[config.mk]
export PLATFORM = sky130hd
export DESIGN_NAME = sipo_rx
export DESIGN_NICKNAME = d
export VERILOG_FILES = /design/src/rtl/sipo_rx.sv
export SDC_FILE = /design/constraint.sdc
export NUM_CORES = 1
export LEC_CHECK = 0
export BUFFER_PORTS_ARGS = -buffer_cell sky130_fd_sc_hd__clkbuf_2
export CAP_MARGIN = 20
export CORE_AREA = 2 2 39 41
export DETAILED_ROUTE_END_ITERATION = 7
export DIE_AREA = 0 0 41 43
export PLACE_DENSITY = 0.61
export SETUP_SLACK_MARGIN = 0.15
export SLEW_MARGIN = 25
export SYNTH_ARGS = -nofsm -noshare
export SYNTH_HDL_FRONTEND = slang
export SYNTH_SLANG_ARGS = --single-unit
[constraint.sdc]
create_clock -name clk -period 3.7 [get_ports clk]
set_input_delay 0.925 -clock clk [delete_from_list [all_inputs] [get_ports clk]]
set_output_delay 0.925 -clock clk [all_outputs]
set_load 0.02 [all_outputs]
[src/rtl/sipo_rx.sv]
// Serial-in parallel-out receiver: assembles WIDTH qualified serial bits into a held word
// with a one-cycle valid strobe. Define SIPO_PARITY_EN to append and check an even parity bit.
module sipo_rx #(
  parameter int WIDTH     = 4,
  parameter bit MSB_FIRST = 1'b1
) (
  input  logic             clk,
  input  logic             rst,
  input  logic             sin,
  input  logic             sen,
  input  logic             clr,
  output logic [WIDTH-1:0] pout,
  output logic             pvalid,
  output logic             busy,
  output logic             perr
);

`ifdef SIPO_PARITY_EN
  localparam int FRAME = WIDTH + 1;
`else
  localparam int FRAME = WIDTH;
`endif
  localparam int             CNT_W    = $clog2(FRAME + 1);
  localparam logic [CNT_W-1:0] CNT_LAST = CNT_W'(FRAME - 1);
  localparam logic [CNT_W-1:0] CNT_ONE  = CNT_W'(1);
  localparam logic [CNT_W-1:0] CNT_ZERO = CNT_W'(0);

  logic [WIDTH-1:0] shreg;
  logic [CNT_W-1:0] cnt;
  logic [WIDTH-1:0] shreg_nxt;
  logic [CNT_W-1:0] cnt_nxt;
  logic [WIDTH-1:0] shifted;
  logic [WIDTH-1:0] done_word;
  logic             done;

  function automatic logic [WIDTH-1:0] shift_in(input logic [WIDTH-1:0] s, input logic b);
    logic [WIDTH-1:0] r;
    if (MSB_FIRST) begin
      r = {s[WIDTH-2:0], b};
    end else begin
      r = {b, s[WIDTH-1:1]};
    end
    return r;
  endfunction

  function automatic logic even_parity(input logic [WIDTH-1:0] data);
    return ^data;
  endfunction

  // Next-state for the shift register and bit counter; clr outranks sen.
  always_comb begin
    shifted   = shift_in(shreg, sin);
    shreg_nxt = shreg;
    cnt_nxt   = cnt;
    done      = 1'b0;
`ifdef SIPO_PARITY_EN
    // The final frame bit is parity: the data word is already complete in shreg.
    done_word = shreg;
`else
    done_word = shifted;
`endif
    if (clr) begin
      shreg_nxt = '0;
      cnt_nxt   = CNT_ZERO;
    end else if (sen) begin
      if (cnt == CNT_LAST) begin
        done      = 1'b1;
        cnt_nxt   = CNT_ZERO;
        shreg_nxt = '0;
      end else begin
        cnt_nxt   = cnt + CNT_ONE;
        shreg_nxt = shifted;
      end
    end else begin
      shreg_nxt = shreg;
      cnt_nxt   = cnt;
    end
  end

  // Registered state and outputs; rst clears everything.
  always_ff @(posedge clk) begin
    if (rst) begin
      shreg  <= '0;
      cnt    <= CNT_ZERO;
      pout   <= '0;
      pvalid <= 1'b0;
      busy   <= 1'b0;
    end else begin
      shreg  <= shreg_nxt;
      cnt    <= cnt_nxt;
      pvalid <= done;
      busy   <= (cnt_nxt != CNT_ZERO);
      if (done) begin
        pout <= done_word;
      end else begin
        pout <= pout;
      end
    end
  end

`ifdef SIPO_PARITY_EN
  // Parity flag updates only on completion and holds until the next word or rst.
  always_ff @(posedge clk) begin
    if (rst) begin
      perr <= 1'b0;
    end else if (done) begin
      perr <= even_parity(shreg) ^ sin;
    end else begin
      perr <= perr;
    end
  end
`else
  assign perr = 1'b0;
`endif

endmodule

==> Word-level counts from Yosys, hierarchy flattened <==
Cells that the tools add are included.
{ "classes": {"n_addsub": 1, "eq_ne": 1, "n_mux": 7, "reduce_logical": 2} }
{ "ops": {"columns": ["operator", "count"], "rows": [
  ["$mux 3", 4],
  ["$add 3x1->3 const B", 1],
  ["$eq 3x2->1 const B", 1],
  ["$mux 1", 3],
  ["$reduce_bool 3->1", 1],
  ["$reduce_or 2->1", 1]
]} }
{ "word_totals": {"regBits": 12, "in_bits": 5, "out_inout_bits": 7, "word_cells": 16} }

==> Logic depth before layout (Yosys ltp) <==
Gate-level depths: netlist of the first run.
{ "logic_depth": {"word_depth": 5, "depth_mapped": 5, "mapped_depth_nobuf": 4} }

==> Worst setup path after synthesis of the first run <==
No wires, ideal clock.
{ "synth_path": {"path_type": "input -> register", "startpoint": "input port clr", "endpoint": "register pout[0]", "setup_time_ns": 0.128, "arrival_ns": 1.522, "t_required_ns": 3.572, "slack_ns": 2.050, "cell_stages": 4, "path_buffers": 1, "cell_sequence": "and4bb_2 -> buf_4 -> mux2i_1 -> nor2_1"} }
{ "synth_between": {"elab_chain_cells": 1} }
{ "synth_lines": {"columns": ["item", "line", "text"], "rows": [
  ["start, declared", "11", "input logic clr,"],
  ["$mux 1", "62", "if (clr) begin"],
  ["end signal, assigned", "94", "pout <= done_word;"],
  ["end signal, assigned", "96", "pout <= pout;"],
  ["end, declared", "12", "output logic [WIDTH-1:0] pout,"]
]} }
No other way between the ends.
A chain may end at the register's enable or synchronous reset.

==> Final worst setup path of the first run <==
{ "layout_path": {"startpoint": "register pout[0]", "endpoint": "output port pout[0]"} }
No word-level cell between the ends.

==> summary.md, run 1 <==
| Metric | Value |
|---|---|
| Gr ovfl total | `0` |
| Ant diodes | `0` |
| Max stage delay cell, worst path | `dfxtp_1` |
| PD cells | `396.8 mW/mm2` |
| Clock sinks | `12` |
| Global-route wire length before repair | `1262 um` |
| Rows | `14` |
| Routability cong. | `0.6696` |
| Hold Fails Final Rpt | `0` |
| FF+latch count, synth | `12` |
| CP cell instances | `clkbuf_2` |
| Worst Path Required | `2.77 ns` |
| Inst Count DP | `72` |
| Die span in x | `41 um` |
| RR Startpoint | `cnt[0]$_SDFF_PP0_` |
| LEAKAGE | `0.2212 nW` |
| Initial core utilization | `35.71%` |
| CP delay by family, top | `flip-flops` |
| Fmax | `588.6 MHz` |
| Period utilization | `45.91%` |
| Final setup fails | `0` |
| Crit. path cell count | `1` |
| Clk_lat worst skew | `0.27 ns` |
| Synthesized area | `494.2 um2` |
| Total Nets Final | `67` |
| DIE HEIGHT | `43 um` |
| Setup TNS | `0 ns` |
| I/O Buffers | `10` |
| CTS tree | `done` |
| Post-Syn Area per Cell | `9.884 um2` |
| # IOs | `12` |
| Antenna violations before repair | `0` |
| Die area | `0.001763 mm2` |
| CP endpoint | `pout[0]` |
| Reg2Reg Capture Point | `pout[0]$_SDFFE_PP0P_` |
| Post-detail-place hpwl | `588.3 um` |
| Final Critical Period | `1.699 ns` |
| Final std cells w/o fill | `75` |
| Most frequent cells in the layout | `dfxtp_1, clkbuf_2, nor2_1, mux2i_1` |
| Largest net degree at the start of global routing | `14` |
| Sequential share of the synthesized area | `48.61%` |
| Crit start category | `flip-flop` |
| DRT antenna net count | `0` |
| Max Cap Violations | `0` |
| Critical path origin | `pout[0]$_SDFFE_PP0P_` |
| CP max stage delay | `0.34 ns` |
| Syn-to-layout area delta | `13.92%` |
| Setup Skew | `0.0004333 ns` |
| R2R setup slack | `2.35 ns` |
| H-tree levels | `1` |
| Worst path arrival time | `0.77 ns` |
| Post-Route WL | `786 um` |
| Detail-routed net length per standard cell | `10.48 um` |
| Via-to-Cell Ratio | `4.813` |
| CP endpoint kind | `output port` |
| Post-Syn Instances | `50` |
| Cells on worst reg2reg path | `4` |
| Critical setup path kind | `flip-flop to output port` |
| Setup Fix Bufs, Post-CTS | `0` |
| Crit-path max FO | `2` |
| Status | `completed` |
| Commonest non-fill, non-tap cell in the layout | `dfxtp_1` |
| Synth unique cells | `19` |
| CTS Buf Count | `3` |
| Share of post-route cells with drive strength above 1 | `23.73%` |
| Via Count | `361` |
| Min-delay worst type | `flip-flop to flip-flop` |
| Number of global-route vias before repair | `315` |
| DRC errors left | `0` |
| Fin. max-slew vios | `0` |
| Worst vdd ir | `0.0001094 V` |
| CTS max path bufs | `2` |
| Synth warn | `0` |
| Worst path bufs/invs | `1` |
| DRT iter0 DRCs | `4` |
| Clk Tree Root Cell | `clkbuf_4` |
| Syn Nets | `56` |
| Drt pass-1 iters | `4` |
| Worst-path clk slew | `0.07 ns` |
| Total core area | `0.001384 mm2` |
| # resized after CTS | `0` |
| RSZ-0062 raised after global routing | `false` |
| Hold Buf Count CTS | `0` |
| Total Routing Usage GR | `10.76%` |
==> state kept, by name (all words and copies together) (netlist names) <==
| name | cells |
|---|---|
| shreg | 3 |
| pout | 4 |
| cnt | 3 |
| pvalid | 1 |
| busy | 1 |
==> through the flow <==
step           total power (W)  utilization (%)  hold slack (ns)  setup slack (ns)  instance area (um2)
4_1_cts              0.0002266            40.69           0.5004             1.994                563.0
3_3_place_gp         0.0001491            39.06           0.4832             1.824                540.5
6_report             0.0002234            40.69           0.4929             2.001                563.0
3_5_place_dp         0.0001488            39.06           0.4815             1.809                540.5
5_1_grt              0.0002331            40.69           0.5450             1.963                563.0
2_1_floorplan        0.0001448                -           0.4556             2.050                494.2
==> worst min-delay path by stage <==
stage	endpoint	start	depth (start not counted)	slack [ns]
3_3_place_gp	pout[1]$_SDFFE_PP0P_	pout[1]$_SDFFE_PP0P_	2	0.48
2_1_floorplan	pout[3]$_SDFFE_PP0P_	shreg[2]$_SDFFE_PP0P_	2	0.46
5_1_grt	cnt[2]$_SDFF_PP0_	cnt[2]$_SDFF_PP0_	2	0.55
3_5_place_dp	pout[3]$_SDFFE_PP0P_	pout[3]$_SDFFE_PP0P_	2	0.48
4_1_cts	pout[3]$_SDFFE_PP0P_	pout[3]$_SDFFE_PP0P_	2	0.50
6_report	pout[3]$_SDFFE_PP0P_	pout[3]$_SDFFE_PP0P_	2	0.49
==> cell usage after synthesis <==
cell type | number | area share [%]
ha_1 | 1 | 2.5
dfxtp_1 | 12 | 49
nor2b_1 | 4 | 5.1
o41ai_1 | 1 | 1.8
inv_1 | 2 | 1.5
nand3b_1 | 1 | 1.5
a21boi_0 | 1 | 1.5
nand2b_1 | 2 | 2.5
and4bb_2 | 1 | 2.5
nor3_1 | 4 | 4.1
clkbuf_1 | 1 | 0.76
buf_4 | 2 | 3.0
mux2i_1 | 5 | 10
buf_2 | 1 | 1.0
conb_1 | 1 | 0.76
maj3_1 | 1 | 2.0
a31oi_1 | 4 | 5.1
nor2_1 | 5 | 3.8
a2111oi_0 | 1 | 1.8
==> area by class of cell <==
type	count	area, um2
Multi-Input combinational cell	32	222.7
Sequential cell	12	240.2
Clock buffer	3	22.52
Fill cell	150	820.8
Inverter	2	7.507
Tap cell	16	20.02
Timing Repair Buffer	10	50.05
==> report_power, final <==
group / internal [W] / switching [W] / leakage, nW
Sequential: 0.000131 / 0.00000122 / 0.0971
Clock: 0.0000376 / 0.0000400 / 0.0138
Combinational: 0.00000525 / 0.00000858 / 0.110
==> worst register-to-register path: stages, from the launching register on <==
cell      delay [ns]
dfxtp_1         0.40
ha_1            0.23
and4bb_2        0.34
mux2i_1         0.21
nor2_1          0.06
==> metal layers <==
layer	share of wire (%)	up-vias	global-route usage, %
met5	0	-	0
li1	-	192	-
met1	51	156	13.59
met3	4.1	2	1.571
met2	42	11	14.69
met4	2.7	0	10.00
==> cells by family after synthesis <==
family                     after synthesis  share of synthesized area, %
muxes                                    5                         10.13
DFF                                     12                         48.61
AOI/OAI and AO/OA                        7                         10.13
buffers and inverters                    6                         6.327
and+or+nand+nor                         17                         19.49
adders and majority gates                2                         4.557
other                                    1                        0.7588
No activity file was read; power rests on OpenSTA's default activity.
==> run 2, diff against run 1 <==
- PLACE_DENSITY: 0.61 -> 0.63
- clock period: 3.7 -> 1.53 ns (I/O delays scaled with it)
==> run 2 against run 1 <==
Net effect:
- clock power increased to 3.2 times the previous value
- die area unchanged
- routed wire length increased by 12%
- critical path type is now flip-flop to flip-flop
- sequential power increased by 140%
- register-to-register slack got worse by 2.1 ns
- cell count increased by 2.7%
==> summary.md, run 2 (synthesis gave the netlist of run 1 again) <==
| Metric | Value |
|---|---|
| Crit-path max FO | `5 (+3)` |
| Worst vdd ir | `0.0005246 V (+380%)` |
| Total Routing Usage GR | `13.13% (+2.4 points)` |
| Status | `completed` |
| # IOs | `12 (unchanged)` |
| Largest register FFs | `4 (unchanged)` |
| Share of post-route cells with drive strength above 1 | `29.51% (+5.8 points)` |
| CP cell instances | `ha_2 -> and4bb_4 -> mux2i_1 -> nor2_1` |
| Clk_lat worst skew | `0.27 ns (about the same)` |
| Gr ovfl total | `0 (unchanged)` |
| Setup TNS | `0 ns (unchanged)` |
| DRT iter0 DRCs | `7 (+3)` |
| Final Critical Period | `1.237 ns` |
| H-tree levels | `1 (unchanged)` |
| Die span in x | `41 um (unchanged)` |
| Critical setup path kind | `flip-flop to flip-flop` |
| Total power | `0.0006054 W (+170%)` |
| Rows | `14 (unchanged)` |
| Setup Fix Bufs, Post-CTS | `0 (unchanged)` |
| Worst path arrival time | `1.40 ns (+0.63 ns)` |
| Clk Tree Root Cell | `clkbuf_4` |
| Via Count | `381 (+5.5%)` |
| Max stage delay cell, worst path | `dfxtp_2` |
| Fin. max-slew vios | `0 (unchanged)` |
| Drt pass-1 iters | `4 (unchanged)` |
| Ant diodes | `0 (unchanged)` |
| Util after Layout | `42.77% (+2.1 points)` |
| CP delay by family, top | `flip-flops` |
| Via-to-Cell Ratio | `4.948 (+2.8%)` |
| Commonest non-fill, non-tap cell in the layout | `dfxtp_1` |
| Fmax | `808.1 MHz` |
| Syn-to-layout area delta | `19.75%` |
| Worst-path clk slew | `0.07 ns (about the same)` |
| Largest net degree at the start of global routing | `12 (-2)` |
| Worst path bufs/invs | `0 (-1)` |
| Detail-routed net length per standard cell | `11.48 um (+9.5%)` |
| Post-detail-place hpwl | `612.4 um (+4.1%)` |
| I/O Buffers | `10 (unchanged)` |
| Most flops, register | `pout` |
| Global-route wire length before repair | `1497 um (+19%)` |
| Most frequent cells in the layout | `dfxtp_1, clkbuf_2, nor2_1, mux2i_1` |
| DIE HEIGHT | `43 um (unchanged)` |
| Total core area | `0.001384 mm2 (unchanged)` |
| CTS max path bufs | `2 (unchanged)` |
| Inst Count DP | `73 (+1.4%)` |
| CP max stage delay | `0.37 ns (+0.03 ns)` |
| Die area | `0.001763 mm2 (unchanged)` |
| CTS tree | `done` |
| Setup Skew | `0.002120 ns (+0.001687 ns)` |
| Post-Route WL | `884 um (+12%)` |
| Period utilization | `80.88%` |
| DRT antenna net count | `0 (unchanged)` |
| Number of global-route vias before repair | `364 (+16%)` |
| Total Nets Final | `68 (+1.5%)` |
| RSZ-0062 raised after global routing | `false` |
| Max Cap Violations | `0 (unchanged)` |
| Crit start category | `flip-flop` |
| Clock sinks | `12 (unchanged)` |
| Antenna violations before repair | `0 (unchanged)` |
| CP endpoint kind | `flip-flop` |
| Hold Fails Final Rpt | `0 (unchanged)` |
| CTS Buf Count | `3 (unchanged)` |
| Final setup fails | `0 (unchanged)` |
| Biggest regs | `pout: 4 flops, cnt: 3 flops, shreg: 3 flops` |
| PD cells | `1023 mW/mm2 (+160%)` |
| Min-delay worst type | `input pin to flip-flop` |
| Routability cong. | `0.7419 (+11%)` |
| LEAKAGE | `0.2310 nW (+4.4%)` |
| Worst Path Required | `1.69 ns (-1.08 ns)` |
| Initial core utilization | `35.71% (unchanged)` |
| DRC errors left | `0 (unchanged)` |
| Final std cells w/o fill | `77 (+2.7%)` |
==> run 2: worst register-to-register path, cell delays in order, from the launching register on <==
cell,delay [ns]
dfxtp_2,0.37
ha_2,0.21
and4bb_4,0.30
mux2i_1,0.19
nor2_1,0.06
==> run 2: timing repair <==
item,CTS,global route
hold endpoints to repair,0,0
hold buffers,0,0
gates resized for setup,0,3
endpoints found under the setup margin,0,4
==> run 2: layout make-up <==
class | instances | area [um2]
clock buffer | 4 | 36.28
inverter | 2 | 7.507
fill | 139 | 792.0
multi-input combinational | 32 | 229.0
timing repair buffer | 11 | 57.56
sequential | 12 | 241.5
tap | 16 | 20.02
==> run 2: metrics by stage <==
step	worst slack (ns)	hold slack (ns)	area (um2)
floorplan	0.2873	0.4556	494.2
global placement	0.2141	0.4812	548.0
detailed placement	0.1870	0.4822	548.0
CTS	0.1706	0.3584	584.3
global route	0.2055	0.3879	591.8
finish	0.2926	0.3639	591.8
==> run 2: layer usage <==
layer | vias up | wire length [um] | global-route usage (%)
met4 | 0 | 12 | 12.00
met3 | 2 | 37 | 3.141
met2 | 7 | 396 | 15.94
met5 | - | 0 | 0
li1 | 195 | - | -
met1 | 177 | 437 | 18.03
==> run 2: path summary, 6_finish.rpt <==
path | startpoint | endpoint | slack (ns) | cells past startpoint
worst max-delay path | cnt[0]$_SDFF_PP0_ | pout[2]$_SDFFE_PP0P_ | 0.29 | 4
worst min-delay path | sin | pout[0]$_SDFFE_PP0P_ | 0.36 | 3
worst max register to register | cnt[0]$_SDFF_PP0_ | pout[2]$_SDFFE_PP0P_ | 0.29 | 4
worst min register to register | pout[1]$_SDFFE_PP0P_ | pout[1]$_SDFFE_PP0P_ | 0.49 | 2
==> run 2: power breakdown <==
group	switching (W)	internal (W)	total, W
clock network	0.000105	0.000145	0.000250
registers	0.00000285	0.000316	0.000319
logic	0.0000220	0.0000147	0.0000367
==> run 3, diff against run 2 <==
- ABC_AREA: unset -> 1
- PLACE_DENSITY: 0.63 -> 0.66
- clock period: 1.53 -> 1 ns (I/O delays scaled with it)
==> run 3 against run 2 <==
Net effect:
- worst setup slack worse by 0.28 ns
- largest cell class is now multi-input gates
- hold slack lost 0.16 ns
- first-iteration DRC count is 71% lower
==> summary.md, run 3 <==
| Metric | Value |
|---|---|
| Status | `completed` |
| Post-Route WL | `950 um (+7.5%)` |
| CP max stage delay | `0.36 ns (about the same)` |
| DIE HEIGHT | `43 um (unchanged)` |
| Drt pass-1 iters | `3 (-1)` |
| Hold WS | `0.2067 ns (-0.1572 ns)` |
| Final setup fails | `0 (unchanged)` |
| Clk_lat worst skew | `0.27 ns (about the same)` |
| Detail-routed net length per standard cell | `9.794 um (-15%)` |
| Synthesized area | `524.3 um2 (+6.1%)` |
| H-tree levels | `1 (unchanged)` |
| Hold Fails Final Rpt | `0 (unchanged)` |
| Syn-to-layout area delta | `44.15%` |
| Biggest regs | `pout: 4 flops, cnt: 3 flops, shreg: 3 flops` |
| Switch Pwr | `0.0002298 W (+77%)` |
| Post-synth top flop | `dfxtp_1` |
| Sequential share of the synthesized area | `45.82% (-2.8 points)` |
| EDFF count, synth | `0 (unchanged)` |
| Gr ovfl total | `0 (unchanged)` |
| Via Count | `444 (+17%)` |
| DRC errors left | `0 (unchanged)` |
| Post-route cell area | `755.7 um2 (+28%)` |
| Cell taking the most area after synthesis | `dfxtp_1` |
| Final Critical Period | `0.9886 ns` |
| Hold Buf Count CTS | `0 (unchanged)` |
| Max Cap Violations | `0 (unchanged)` |
| Rows | `14 (unchanged)` |
| Global-route wire length before repair | `1490 um (-0.47%)` |
| CTS max path bufs | `2 (unchanged)` |
| Most frequent cells in the layout | `nand2_1, dfxtp_2, inv_1, buf_8` |
| WL met1 | `412 um (-5.7%)` |
| Clock share of power | `38.8% (-2.4 points)` |
| DRT antenna net count | `0 (unchanged)` |
| Antenna violations before repair | `0 (unchanged)` |
| Number of global-route vias before repair | `384 (+5.5%)` |
| Worst path arrival time | `0.74 ns (-0.66 ns)` |
| Via-to-Cell Ratio | `4.577 (-7.5%)` |
| Period utilization | `98.86%` |
| Die area | `0.001763 mm2 (unchanged)` |
| Largest net degree at the start of global routing | `9 (-3)` |
| Max stage delay cell, worst path | `dfxtp_2` |
| Commonest non-fill, non-tap cell in the layout | `nand2_1` |
| I/O Buffers | `10 (unchanged)` |
| CP cell instances | `buf_8` |
| Die span in x | `41 um (unchanged)` |
| Post-detail-place hpwl | `642.2 um (+4.9%)` |
| Synth warn | `0 (unchanged)` |
| Comb pwr share | `10.7% (+4.6 points)` |
| CTS tree | `done` |
| Worst vdd ir | `0.0005852 V (+12%)` |
| Most numerous cell in the Yosys netlist | `nand2_1` |
| Ant diodes | `0 (unchanged)` |
| Largest register FFs | `4 (unchanged)` |
| Wire length on met3 | `34 um (-8.1%)` |
| Fill cells | `130 (-6.5%)` |
| Net Sw Frac | `23.34% (+1.9 points)` |
| Share of post-route cells with drive strength above 1 | `53.09% (+24 points)` |
| Setup TNS | `0 ns (unchanged)` |
| Clock sinks | `12 (unchanged)` |
| Synth unique cells | `18 (-1)` |
| Total core area | `0.001384 mm2 (unchanged)` |
| LEAKAGE | `0.3467 nW (+50%)` |
| # IOs | `12 (unchanged)` |
| Top Metal Used | `met4` |
| Seq pwr share | `50.6% (-2.1 points)` |
| Area of the multi-input gates | `279.0 um2 (+22%)` |
| Most flops, register | `pout` |
| Min-delay worst type | `input pin to flip-flop` |
| Placed instance area | `598.1 um2 (+9.1%)` |
| Synth top area cells | `dfxtp_1, nand2_1, a21oi_1` |
| PD cells | `1303 mW/mm2 (+27%)` |
| Total Routing Usage GR | `12.99% (-0.14 points)` |
| Share of synthesized registers carrying an async set or reset | `0% (unchanged)` |
| Crit start category | `flip-flop` |
| Total Nets Final | `88 (+29%)` |
| Crit-path max FO | `2 (-3)` |
| Flip-flop and latch area | `252.7 um2 (+4.7%)` |
| Initial core utilization | `37.88% (+2.2 points)` |
| Post-Syn Instances | `67 (+34%)` |
| Worst path bufs/invs | `1 (+1)` |
| Worst Path Required | `0.75 ns (-0.94 ns)` |
| RSZ-0062 raised after global routing | `true` |
| Cell internal pwr | `0.0007547 W (+59%)` |
| Clk Tree Root Cell | `clkbuf_4` |
| CTS Buf Count | `3 (unchanged)` |
| Top cells by count, synth | `nand2_1, dfxtp_1, a21oi_1, inv_1` |
| CP delay by family, top | `flip-flops` |
| Post-Syn Area per Cell | `7.825 um2 (-21%)` |
| Share of the synthesized area in the top cell type | `45.82% (-2.8 points)` |
| Wire length on met2 | `471 um (+19%)` |
| FF+latch count, synth | `12 (unchanged)` |
| Setup Skew | `0.0006808 ns (-0.001439 ns)` |
| DRT iter0 DRCs | `2 (-5)` |
| Routability cong. | `0.6956 (-6.2%)` |
| Fin. max-slew vios | `0 (unchanged)` |
| Fmax | `1012 MHz` |
| Worst-path clk slew | `0.07 ns (about the same)` |
| CP endpoint kind | `output port` |
| Critical setup path kind | `flip-flop to output port` |
| Syn Nets | `73 (+30%)` |
run 3: changes by cell type in the layout (fill, tap and decap cells not counted), moves of 4 or more:
cell,before,now
mux2i_1,5,0
buf_8,0,6
nand2_1,0,11
nor3_1,4,0
dfxtp_2,1,7
nor2b_1,4,0
dfxtp_1,11,4
clkbuf_2,10,4
nand2_2,0,4
inv_1,2,6
a31oi_1,4,0
a21oi_1,0,4
run 3: path summary, 6_finish.rpt:
path / start / endpoint / slack, ns / cells after the start
max: pout[0]$_SDFFE_PP0P_ / pout[0] / 0.01 / 1
min: rst / pvalid$_SDFF_PP0_ / 0.21 / 2
max reg2reg: cnt[1]$_SDFF_PP0_ / busy$_SDFF_PP0_ / 0.05 / 7
min reg2reg: shreg[1]$_SDFFE_PP0P_ / shreg[2]$_SDFFE_PP0P_ / 0.48 / 2
run 3: final cells by class:
type	instances	share of cell area (%)
well taps	16	2.649
inverters	10	5.629
repair buffers	12	16.56
multi-input cells	43	36.92
flip-flops and latches	12	33.44
clock buffers	4	4.801
run 3: what timing repair did:
action	4_1_cts	5_1_grt
pin swaps	5	6
gates resized for setup	21	15
endpoints found under the setup margin	15	17
buffers inserted	1	0
run 3: layer usage:
layer	GRT usage (%)	up-vias
met5	0	-
met4	10.00	0
met3	4.712	4
met2	18.44	11
met1	14.94	195
li1	-	234
run 3: metrics by stage:
step / std cells / power [W] / utilization (%) / setup slack (ns)
finish: 97 / 0.0009845 / 54.61 / 0.01143
global route: 97 / 0.001022 / 54.61 / -0.04125
CTS: 97 / 0.0009810 / 51.99 / 0.001084
detailed placement: 92 / 0.0005924 / 43.22 / 0.04364
global placement: 92 / 0.0005913 / 43.22 / 0.04814
floorplan: 67 / 0.0005716 / - / 0.08702
run 3: kinds of logic after synthesis:
family / after synthesis / synth area share [%]
simple gates: 31 / 30.31
flops: 12 / 45.82
other cells: 1 / 0.7153
buf+inv: 12 / 11.22
fa+ha+maj: 1 / 2.386
compound gates: 10 / 9.545
run 3: power groups by stage:
stage          logic [W]  registers [W]  clock network, W
2_1_floorplan  0.0000595       0.000512                 0
4_1_cts        0.0000957       0.000496          0.000389
3_5_place_dp   0.0000839       0.000509                 0
3_3_place_gp   0.0000829       0.000508                 0
6_report        0.000105       0.000498          0.000382
5_1_grt         0.000116       0.000499          0.000407
